`src/rtl/lsu_pkg.sv`:
```
// Shared types and constants for the load/store sequencer.
package lsu_pkg;

    localparam int unsigned ADDR_W     = 32;
    localparam int unsigned DATA_W     = 32;
    localparam int unsigned SECTION_HI = 19;
    localparam int unsigned SECTION_LO = 18;
    localparam int unsigned SECTION_W  = SECTION_HI - SECTION_LO + 1;
    localparam int unsigned CNT_W      = 2;

    localparam logic [DATA_W-1:0] BYTE_MODE_WORD = 32'd0;
    localparam logic [DATA_W-1:0] BYTE_MODE_BYTE = 32'd1;

    typedef enum logic [1:0] {
        IDLE   = 2'd0,
        ACCESS = 2'd1,
        WAIT   = 2'd2,
        RESP   = 2'd3
    } lsu_state_t;

    // Request payload as presented by the MEM stage.
    typedef struct packed {
        logic              is_write;
        logic              is_byte;
        logic              is_signed;
        logic [ADDR_W-1:0] address;
        logic [DATA_W-1:0] wdata;
    } lsu_req_t;

    // Memory section selected by an address.
    function automatic logic [SECTION_W-1:0] section_of(input logic [ADDR_W-1:0] addr);
        return addr[SECTION_HI:SECTION_LO];
    endfunction

endpackage

```
`src/rtl/load_extend.sv`:
```
// Sign/zero extension of raw read data for byte loads; word loads pass through.
module load_extend
    import lsu_pkg::*;
(
    input  logic [DATA_W-1:0] raw_data,
    input  logic              is_byte,
    input  logic              is_signed,
    output logic [DATA_W-1:0] ext_data_c
);

    // Select word, sign-extended byte or zero-extended byte.
    always_comb begin
        ext_data_c = raw_data;
        if (is_byte) begin
            if (is_signed) begin
                ext_data_c = {{24{raw_data[7]}}, raw_data[7:0]};
            end else begin
                ext_data_c = {24'b0, raw_data[7:0]};
            end
        end
    end

endmodule

```
`src/rtl/load_store_unit.sv`:
```
// Load/store sequencer between the MEM stage and the data memory manager.
// One request in flight; misaligned words and unpopulated sections are
// answered with a fault without any memory activity.
module load_store_unit
    import lsu_pkg::*;
#(
    parameter int unsigned READ_LAT  = 1,
    parameter logic [3:0]  POPULATED = 4'b0001
) (
    input  logic              CLK,
    input  logic              RST_n,
    input  logic              req_valid_i,
    output logic              req_ready_o,
    input  logic              req_write_i,
    input  logic              req_byte_i,
    input  logic              req_signed_i,
    input  logic [ADDR_W-1:0] req_address_i,
    input  logic [DATA_W-1:0] req_wdata_i,
    output logic              rsp_valid_o,
    output logic [DATA_W-1:0] rsp_data_o,
    output logic              rsp_fault_o,
    output logic [ADDR_W-1:0] mem_address_o,
    output logic [DATA_W-1:0] mem_data_o,
    output logic              mem_wren_o,
    output logic [DATA_W-1:0] mem_byte_mode_o,
    input  logic [DATA_W-1:0] mem_data_i
);

    lsu_state_t       state;
    lsu_req_t         req_c;
    logic [CNT_W-1:0] wait_cnt;
    logic             is_write_q;
    logic             is_byte_q;
    logic             is_signed_q;
    logic             accept_c;
    logic             misaligned_c;
    logic             unpopulated_c;
    logic [DATA_W-1:0] ext_data_c;

    // Bundle the incoming request fields.
    assign req_c = '{
        is_write:  req_write_i,
        is_byte:   req_byte_i,
        is_signed: req_signed_i,
        address:   req_address_i,
        wdata:     req_wdata_i
    };

    // Acceptance and fault classification of the presented request.
    assign accept_c      = (state == IDLE) && req_valid_i && req_ready_o;
    assign misaligned_c  = !req_c.is_byte && (req_c.address[1:0] != 2'b00);
    assign unpopulated_c = !POPULATED[section_of(req_c.address)];

    load_extend u_load_extend (
        .raw_data   (mem_data_i),
        .is_byte    (is_byte_q),
        .is_signed  (is_signed_q),
        .ext_data_c (ext_data_c)
    );

    // Sequencer FSM with the read-latency counter and all registered outputs.
    always_ff @(posedge CLK or negedge RST_n) begin
        if (!RST_n) begin
            state           <= IDLE;
            wait_cnt        <= '0;
            is_write_q      <= 1'b0;
            is_byte_q       <= 1'b0;
            is_signed_q     <= 1'b0;
            req_ready_o     <= 1'b0;
            rsp_valid_o     <= 1'b0;
            rsp_data_o      <= '0;
            rsp_fault_o     <= 1'b0;
            mem_address_o   <= '0;
            mem_data_o      <= '0;
            mem_wren_o      <= 1'b0;
            mem_byte_mode_o <= BYTE_MODE_WORD;
        end else begin
            mem_wren_o  <= 1'b0;
            rsp_valid_o <= 1'b0;
            case (state)
                IDLE: begin
                    req_ready_o <= 1'b1;
                    if (accept_c) begin
                        req_ready_o <= 1'b0;
                        is_write_q  <= req_c.is_write;
                        is_byte_q   <= req_c.is_byte;
                        is_signed_q <= req_c.is_signed;
                        if (misaligned_c || unpopulated_c) begin
                            state       <= RESP;
                            rsp_valid_o <= 1'b1;
                            rsp_fault_o <= 1'b1;
                            rsp_data_o  <= '0;
                        end else begin
                            state           <= ACCESS;
                            mem_address_o   <= req_c.address;
                            mem_data_o      <= req_c.wdata;
                            mem_byte_mode_o <= req_c.is_byte ? BYTE_MODE_BYTE : BYTE_MODE_WORD;
                            mem_wren_o      <= req_c.is_write;
                        end
                    end
                end
                ACCESS: begin
                    if (is_write_q) begin
                        state       <= RESP;
                        rsp_valid_o <= 1'b1;
                        rsp_fault_o <= 1'b0;
                        rsp_data_o  <= '0;
                    end else begin
                        state    <= WAIT;
                        wait_cnt <= CNT_W'(READ_LAT - 1);
                    end
                end
                WAIT: begin
                    if (wait_cnt == '0) begin
                        state       <= RESP;
                        rsp_valid_o <= 1'b1;
                        rsp_fault_o <= 1'b0;
                        rsp_data_o  <= ext_data_c;
                    end else begin
                        wait_cnt <= wait_cnt - CNT_W'(1);
                    end
                end
                RESP: begin
                    state       <= IDLE;
                    req_ready_o <= 1'b1;
                    rsp_data_o  <= '0;
                    rsp_fault_o <= 1'b0;
                end
                default: begin
                    state <= IDLE;
                end
            endcase
        end
    end

endmodule

```
`config.mk`:
```
export PLATFORM = sky130hd
export DESIGN_NAME = load_store_unit
export DESIGN_NICKNAME = d
export VERILOG_FILES = /design/src/rtl/lsu_pkg.sv /design/src/rtl/load_extend.sv /design/src/rtl/load_store_unit.sv
export SDC_FILE = /design/constraint.sdc
export NUM_CORES = 1
export LEC_CHECK = 0
export CAP_MARGIN = 15
export CORE_AREA = 2 2 100 127
export DETAILED_ROUTE_END_ITERATION = 10
export DIE_AREA = 0 0 102 129
export GPL_ROUTABILITY_DRIVEN = 0
export PLACE_DENSITY = 0.9
export SLEW_MARGIN = 5
export SYNTH_ARGS = -nofsm -noshare
export SYNTH_HDL_FRONTEND = slang
export SYNTH_SLANG_ARGS = --single-unit
```
`constraint.sdc`:
```
create_clock -name CLK -period 1.9 [get_ports CLK]
set_input_delay 0.285 -clock CLK [delete_from_list [all_inputs] [get_ports CLK]]
set_output_delay 0.285 -clock CLK [all_outputs]
set_load 0.02 [all_outputs]
```
* After elaboration in Yosys (flattened, before gate mapping)
Index checks and enable logic that the tools add are counted.
** Storage, ports and cells
- Memory bits (writable) :: 0
- Input port bits :: 102
- Memories kept :: 0
- Register bits :: 139
- Word-level logic and storage cells :: 74
- Memory bits (read-only) :: 0
- Latch bits :: 0
- Output and inout port bits :: 132
** Operators by class
- Shifts and indexed selects :: 0
- Bitwise gates (word level) :: 1
- Reductions and logical operators :: 16
- $add $sub $neg :: 1
- Div/mod/pow operators :: 0
- Equal/unequal tests :: 9
- Multiplexer cells :: 33
- $mul :: 0
- Magnitude comparators :: 1
** Operator list (count)
- 2-to-1 mux 32 bit :: 6
- one-hot mux 32 bit (4 select lines) :: 1
- 2-to-1 mux 1 bit :: 15
- 2-to-1 mux 2 bit :: 5
- inequality test 2 bit (second input constant) :: 5
- one-hot mux 2 bit (4 select lines) :: 1
- AND reduction 3 bit :: 2
- nonzero test 2 bit :: 3
- equality test 2 bit (second input constant) :: 2
- logical NOT 2 bit :: 2
- one-hot mux 1 bit (4 select lines) :: 1
- one-hot mux 2 bit (2 select lines) :: 1
- AND reduction 2 bit :: 2
- AND reduction 4 bit :: 1
- logical AND 1 bit :: 3
- < comparator 2 x 3 -> 1 bit (second input constant) :: 1
- one-hot mux 1 bit (3 select lines) :: 1
- binary-select mux 1 bit (select 2 bit) :: 1
- equality test 2 x 1 -> 1 bit (second input constant) :: 1
- logical NOT 1 bit :: 2
- inequality test 2 x 1 -> 1 bit (second input constant) :: 1
- one-hot mux 1 bit (2 select lines) :: 1
- subtractor 2 x 1 -> 2 bit (second input constant) :: 1
- logical OR 1 bit :: 1
- inverter 1 bit :: 1

* Depth between registers and ports, before layout
Gate-level depths: netlist of run 1.
- Word-level depth :: 7
- Depth in mapped cells :: 7
- Gate-level depth less buffers :: 6

* Modules after synthesis
A second synthesis of run 1 with hierarchy kept.
** Second synthesis, totals
- Cell total of the unflattened synthesis :: 429
- Area total of the unflattened synthesis :: 5268.8 um2
** By module, submodules not included
- load_store_unit :: instances 1, cells each 368, area an instance 4941.0 um2
- load_extend :: instances 1, cells each 61, area an instance 327.8 um2

* Worst setup path after synthesis of run 1
Ideal clock, no wire load.
- Path type :: reg2reg
- From :: reg state[0]
- To :: reg mem_address_o[23]
- Cell stages (with the launch flop) :: 8
- Required time :: 1.775 ns
- Period minus slack after synthesis :: 1.739 ns
- Setup slack :: 0.161 ns
- Arrival :: 1.613 ns
- Buffers on the path :: 2
- Cells stage by stage :: dfrtp_1 -> inv_1 -> ha_1 -> and3_2 -> nand2_2 -> buf_6 -> buf_6 -> mux2_4
** On the way
- Cells in the longest elaborated chain, start to end :: 4
** Ends and longest elaborated chain
- start, declared :: RTL line load_store_unit.sv:29 : lsu_state_t state;
- start signal, assigned :: RTL line load_store_unit.sv:64 : state <= IDLE;
- start signal, assigned :: RTL line load_store_unit.sv:89 : state <= RESP;
- start signal, assigned :: RTL line load_store_unit.sv:94 : state <= ACCESS;
- logical NOT 2 bit * :: RTL line load_store_unit.sv:50, load_store_unit.sv:80
- logical AND 1 bit (2 in a row) :: RTL line load_store_unit.sv:50 : assign accept_c = (state == IDLE) && req_valid_i && req_ready_o;
- AND reduction 3 bit (no source line) *
- end signal, assigned :: RTL line load_store_unit.sv:95 : mem_address_o <= req_c.address;
- end, declared :: RTL line load_store_unit.sv:22 : output logic [ADDR_W-1:0] mem_address_o,
Mark *: on every way between the ends. The rest lies on a longest branch, timed or not.
A chain may end at the register's enable or synchronous reset.

* Worst setup path after layout of run 1
- From :: reg state[1]
- To :: reg mem_address_o[10]
Same word-level chain as after synthesis.

==> results.md, run 1 <==
- Outcome: complete, but fails checks
- Failing checks: hold timing
- CP max-delay cell: dfrtp_1
- CP Capture Type: flip-flop
- RSZ-0062 raised after global routing: false
- F_max: 570.8 MHz
- Clock Pin Slew Worst Setup and Hold Paths: 70 ps
- Peak VDD IR: 0.0008114 V
- Detailed Place HPWL: 9195 microns
- Synth top area share: 56.16%
- Post-route worst setup slack: 147.9 ps
- Max clock buf depth: 2
- Max incr delay on CP: 420 ps
- CTS tree: yes
- Hold_buf cts: 0
- FP Rows: 45
- Sequential fraction of the synthesis area: 56.16%
- Overall die height: 129 microns
- Mapped cell area: 4812 sq um
- Fillers: 941
- First DRT Iteration DRCs: 107
- Multi-input combinational cell area: 1837 sq um
- DRC viols: 0
- Top post-synthesis cells by area: dfrtp_1 56%, mux2_4 15%, o21ai_0 8.3%
- Power per cell area: 1605 nW/um^2
- Num CTS Buffers: 9
- Sw Share: 35.80%
- Post-detailed-route wirelength per cell: 16.24 microns
- Die area: 13,160 sq um
- Least-Margin Pin Slew: 595.3 ps
- NumNets Final: 698
- GRT met3 Usage: 6.138%
- GRT Total Usage: 18.61%
- Placed instance count: 743
- Post-Syn Area per Cell: 12.66 sq um
- FF+latch area: 2703 sq um
- Clock sinks: 108
- Share of cells above drive strength 1: 17.79%
- Most common cell after layout, fill and taps aside: clkdlybuf4s50_1
- Post-synth EDFFs: 0
- DP Worst Slack: -81.50 ps
- Final Cycle Share: 92.21%
- Commonest cells after routing, fill and taps aside: 201 x clkdlybuf4s50_1, 108 x dfrtp_1, 75 x o21ai_0
- Yosys warnings: 0
- Final Max Tran Viols: 0
- Initial core utilization: 40.31%
- Area Overhead vs Synth: 51.82%
- Switching pwr: 0.004197 W
- WS Path Type: reg2reg
- Grt ovf: 0
- First-pass GRT wire length: 19,330 microns
- Worst EP arrival: 1970 ps
- Met1 Track Usage GR: 21.81%
- Core area: 11,940 sq um
- Mapped Cells: 380
- DIE WIDTH: 102 microns
- Antenna Cells: 0
- Combinational share of power: 49.9%
- Worst hold path class: in2async
- Pint: 0.007526 W
- Avg Vias per Cell: 4.847
- Vias in the first global route: 3,866
- Port Buffer Count: 202
- Cell taking the most area after synthesis: dfrtp_1
- Setup violators final: 0
- Pwr Total: 0.01172 W
- Share of power burned in registers: 33.0%
- Worst-path cell chain: inv_1 -> ha_2 -> and3_2 -> nand2_4 -> buf_12 -> mux2_2
- Final Hold Violating Endpoints: 3
- Clock Power Share: 17.1%
- Routed Antenna Nets: 0
- Via count: 3,684
- CP required: 2120 ps
- Detailed Route WL: 12,340 microns
- Initial antenna violation count: 0
- Startpoint types: flip-flop
- Crit path max fanout: 29
- Leakage: 3.351 nW
- Final core utilization: 61.21%
- Fin cells: 760
- Async S/R FF share, synth: 100.0%
- I/O pin count: 234
- Top FF cell, synth: dfrtp_1
- Netlist cell types: 32
- H-Tree Depth: 3
- Drt pass-1 iters: 4
- Synth Register Bits: 108
- Met2 Use GR: 32.20%
- WHS: -9.723 ps
- Clk_lat worst skew: 340 ps
- Clk_skew: 9.109 ps
- Crit path time final: 1752 ps
- Worst rel slew slack: 60.31%
- Root Buffer: clkbuf_16
- Largest net degree at the start of global routing: 109
- GRT Max-Usage Layer: met2
- Max capacitance violation total: 0
==> synthesized netlist by cell type (6+ instances only) <==
| master | number |
|---|---|
| clkbuf_1 | 10 |
| o21ai_0 | 80 |
| buf_6 | 6 |
| nand2_1 | 22 |
| o21ai_1 | 10 |
| mux2_2 | 15 |
| inv_1 | 6 |
| mux2_4 | 48 |
| buf_4 | 34 |
| dfrtp_1 | 108 |
==> what timing repair did <==
action / in CTS / in global routing
buffers inserted: 0 / 1
resized for setup: 0 / 6
endpoints found under the setup margin: 0 / 18
==> cell families (layout without fill, tap and decap cells) <==
family | after synthesis | after routing | share of synthesized area [%]
DFF | 108 | 108 | 56.16
muxes | 63 | 63 | 18.49
buffers and inverters | 58 | 244 | 8.164
adders and majority gates | 5 | 5 | 1.300
and+or+nand+nor | 42 | 42 | 4.524
other | 1 | 31 | 0.07793
AOI/OAI and AO/OA | 103 | 103 | 11.28
==> state kept, by name, indices dropped and copies added, names as in the netlist <==
name,count
state,2
rsp_data_o,32
wait_cnt,2
is_signed_q,1
is_byte_q,1
rsp_valid_o,1
mem_address_o,32
mem_byte_mode_o,1
rsp_fault_o,1
req_ready_o,1
mem_data_o,32
mem_wren_o,1
is_write_q,1
==> critical path: cells and delay by family (launching register included) <==
kind,cells,cell delay [ps]
and+or+nand+nor,2,320
buffers and inverters,2,320
adders and majority gates,1,200
muxes,1,360
DFF,1,420
==> layer usage <==
layer	wire, microns	share of wire, %
met1	4738	38
met2	6232	50
met3	1176	9.5
met4	193	1.6
met5	0	0
==> area by class of cell <==
| type | count | share of cell area [%] |
|---|---|---|
| Timing Repair Buffer | 222 | 30.38 |
| Tap cell | 164 | 2.809 |
| Clock buffer | 12 | 3.374 |
| Inverter | 6 | 0.3083 |
| Multi-Input combinational cell | 244 | 25.14 |
| Clock inverter | 4 | 0.9933 |
| Sequential cell | 108 | 36.99 |
==> power groups by stage <==
stage / Combinational [W] / Clock, W / Sequential (W)
5_1_grt: 0.00625 / 0.00215 / 0.00399
6_report: 0.00585 / 0.00200 / 0.00387
3_5_place_dp: 0.00586 / 0 / 0.00390
3_3_place_gp: 0.00569 / 0 / 0.00384
4_1_cts: 0.00588 / 0.00206 / 0.00387
2_1_floorplan: 0.00199 / 0 / 0.00496
==> stage by stage <==
step                      area, sq um  setup TNS, ps
after floorplan                  4925              0
after global placement           6977          -2200
after detailed placement         6977          -3912
after CTS                        7296              0
after global routing             7306              0
final                            7306              0
==> final timing paths <==
path | startpoint | to | slack [ps] | depth (start not counted)
max | state[1]$_DFFE_PN0P_ | mem_address_o[10]$_DFFE_PN0P_ | 150 | 6
min | RST_n | mem_data_o[23]$_DFFE_PN0P_ | -10 | 2
max reg2reg | state[1]$_DFFE_PN0P_ | mem_address_o[10]$_DFFE_PN0P_ | 150 | 6
min reg2reg | is_signed_q$_DFFE_PN0P_ | is_signed_q$_DFFE_PN0P_ | 480 | 2
max in group asynchronous | RST_n | rsp_data_o[17]$_DFFE_PN0P_ | 1440 | 2
min in group CLK | is_signed_q$_DFFE_PN0P_ | is_signed_q$_DFFE_PN0P_ | 480 | 2
(Power assumes the default switching activity.)
==> run 2, diff against run 1 <==
--- a/config.mk
+++ b/config.mk
@@ -5,7 +5,7 @@
 export SDC_FILE = /design/constraint.sdc
 export NUM_CORES = 1
 export LEC_CHECK = 0
-export CAP_MARGIN = 15
+export CAP_MARGIN = 40
 export CORE_AREA = 2 2 100 127
 export DETAILED_ROUTE_END_ITERATION = 10
 export DIE_AREA = 0 0 102 129
==> results of run 2 <==
Same layout as run 1: the final DEF is identical, and so are final timing and power.
==> run 3, diff against run 2 <==
--- a/config.mk
+++ b/config.mk
@@ -10,6 +10,7 @@
 export DETAILED_ROUTE_END_ITERATION = 10
 export DIE_AREA = 0 0 102 129
 export GPL_ROUTABILITY_DRIVEN = 0
+export GPL_TIMING_DRIVEN = 0
 export PLACE_DENSITY = 0.9
 export SLEW_MARGIN = 5
 export SYNTH_ARGS = -nofsm -noshare
==> run 3 against run 2 <==
The flow still finishes with violations (hold timing). Highest routed layer unchanged. Core utilization up 1.8 points. Sequential power about the same. Count of clock-buffer cells in the layout down 2. Die area unchanged. Wire length up 2.4%. Sequential share of layout area down 1.1 points. Power down 1.8%. Hold slack worse by 14 ps. Critical path depth up 1. Maximum frequency down 4.0%. Global-route usage up 0.56 points.
==> results.md, run 3 (same netlist as run 1, synthesis figures left out) <==
- Detailed Place HPWL: 9947 microns (+8.2%)
- GRT Total Usage: 19.17% (+0.56 points)
- Setup violators final: 0 (unchanged)
- Clk_skew: 11.15 ps (+2.039 ps)
- Fin cells: 797 (+4.9%)
- NumNets Final: 735 (+5.3%)
- Leakage: 3.491 nW (+4.2%)
- Drt pass-1 iters: 4 (unchanged)
- Failing checks: hold timing
- Detailed Route WL: 12,630 microns (+2.4%)
- F_max: 547.7 MHz (-4.0%)
- Clk_lat worst skew: 340 ps (about the same)
- Root Buffer: clkbuf_16
- First-pass GRT wire length: 19,650 microns (+1.6%)
- Worst EP arrival: 2050 ps (+80 ps)
- Power per cell area: 1531 nW/um^2 (-4.6%)
- RR Startpoint: state[1]$_DFFE_PN0P_
- Largest net degree at the start of global routing: 57 (-48%)
- Port Buffer Count: 202 (unchanged)
- Routed Antenna Nets: 0 (unchanged)
- Initial core utilization: 40.31% (unchanged)
- Clock Pin Slew Worst Setup and Hold Paths: 70 ps (about the same)
- Final Cycle Share: 96.10% (+3.9 points)
- Top flop regs: mem_address_o: 32 flops, mem_data_o: 32 flops, rsp_data_o: 32 flops
- RSZ-0062 raised after global routing: true
- FF-to-FF path depth: 7 (+1)
- FP Rows: 45 (unchanged)
- First DRT Iteration DRCs: 75 (-30%)
- Most common cell after layout, fill and taps aside: clkdlybuf4s50_1
- Max capacitance violation total: 0 (unchanged)
- Share of cells above drive strength 1: 22.59% (+4.8 points)
- Final core utilization: 63.02% (+1.8 points)
- GRT Max-Usage Layer: met2
- Commonest cells after routing, fill and taps aside: 201 x clkdlybuf4s50_1, 108 x dfrtp_1, 80 x o21ai_0
- Least-Margin Pin Slew: 698.5 ps (+103.2 ps)
- CTS tree: yes
- Antenna Cells: 0 (unchanged)
- Via count: 3,737 (+1.4%)
- Met1 Track Usage GR: 20.92% (-0.89 points)
- Startpoint types: flip-flop
- Crit path time final: 1826 ps (+73.80 ps)
- Avg Vias per Cell: 4.689 (-3.3%)
- Hold_buf cts: 0 (unchanged)
- Internal reg-to-reg setup slack: 70 ps (-70 ps)
- DP Worst Slack: -225.2 ps (-143.7 ps)
- Grt ovf: 0 (unchanged)
- Overall die height: 129 microns (unchanged)
- Placed instance count: 777 (+4.6%)
- Area Overhead vs Synth: 56.32%
- Num CTS Buffers: 9 (unchanged)
- GRT met3 Usage: 6.735% (+0.60 points)
- Reg-to-Reg End: mem_address_o[27]$_DFFE_PN0P_
- CP required: 2130 ps (about the same)
- Worst rel slew slack: 53.43% (-6.9 points)
- Clock sinks: 108 (unchanged)
- DRC viols: 0 (unchanged)
- Die area: 13,160 sq um (unchanged)
- WHS: -23.23 ps (-13.51 ps)
- Outcome: complete, but fails checks
- WS Path Type: reg2reg
- Final Hold Violating Endpoints: 14 (+11)
- Initial antenna violation count: 0 (unchanged)
- Pwr Total: 0.01152 W (-1.8%)
- Max clock buf depth: 2 (unchanged)
- Met2 Use GR: 34.56% (+2.4 points)
- CP Capture Type: flip-flop
- DIE WIDTH: 102 microns (unchanged)
- H-Tree Depth: 3 (unchanged)
- Crit path max fanout: 10 (-66%)
- Final Max Tran Viols: 0 (unchanged)
- Post-route worst setup slack: 74.15 ps (-73.80 ps)
- I/O pin count: 234 (unchanged)
- Worst hold path class: in2async
- Core area: 11,940 sq um (unchanged)
- Peak VDD IR: 0.0006917 V (-15%)
- Vias in the first global route: 3,938 (+1.9%)
- Post-detailed-route wirelength per cell: 15.85 microns (-2.4%)
==> run 3: changes by cell type in the layout (fill, tap and decap cells not counted), sizes merged <==
cell      before  now
clkinv         1    2
clkbuf        12   20
bufinv         2    0
clkinvlp       1    2
buf           21   48
inv            6    8
==> run 3: critical path: stages (launching register included) <==
cell and delay, ps:
dfrtp_1 400, inv_1 110, ha_4 200, and3_2 210, nand2_2 100, buf_6 170, buf_6 200, mux2_4 320
==> run 3: how the worst max path moves through the flow <==
stage / cells past startpoint / slack (ps) / end / from
global placement: 1 / -3310 / rsp_data_o[26]$_DFFE_PN0P_ / RST_n
global route: 7 / -10 / mem_address_o[27]$_DFFE_PN0P_ / state[1]$_DFFE_PN0P_
CTS: 7 / 0.7 / mem_data_o[1]$_DFFE_PN0P_ / state[1]$_DFFE_PN0P_
finish: 7 / 70 / mem_address_o[27]$_DFFE_PN0P_ / state[1]$_DFFE_PN0P_
floorplan: 7 / 160 / mem_address_o[23]$_DFFE_PN0P_ / state[0]$_DFFE_PN0P_
detailed placement: 6 / -230 / rsp_data_o[11]$_DFFE_PN0P_ / req_byte_i
==> run 3: what timing repair did <==
item	CTS	global route
gates resized for setup	1	18
cloned	0	0
endpoints found under the hold margin	0	0
setup buffers	1	3
pin swaps	0	0
endpoints found under the setup margin	82	81
==> run 3: through the flow <==
stage	TNS [ps]	cell area (sq um)
4_1_cts	0	7462
2_1_floorplan	0	4925
6_report	0	7522
3_5_place_dp	-15800	7177
5_1_grt	-159.2	7522
3_3_place_gp	-370080	7152
==> run 3: cell type report <==
type                    instances  area [sq um]
plain buffers                  52         381.6
clock buffers                  10         229.0
clock inverters                 6         46.29
fillers                       963          4414
inverters                       6         22.52
multi-input cells             244          1858
flip-flops and latches        108          2703
well taps                     164         205.2
repair buffers                207          2077
==> run 3: routing by layer <==
metal / vias up / wire length (microns)
li1: 1752 / -
met3: 15 / 1204
met1: 1790 / 4795
met2: 180 / 6449
met5: - / 0
met4: 0 / 184
==> run 3: where the power goes <==
group          internal (W)  switching [W]  total [W]
Combinational       0.00309        0.00283    0.00592
Clock              0.000900       0.000845    0.00174
Sequential          0.00329       0.000561    0.00385
Total               0.00728        0.00424     0.0115
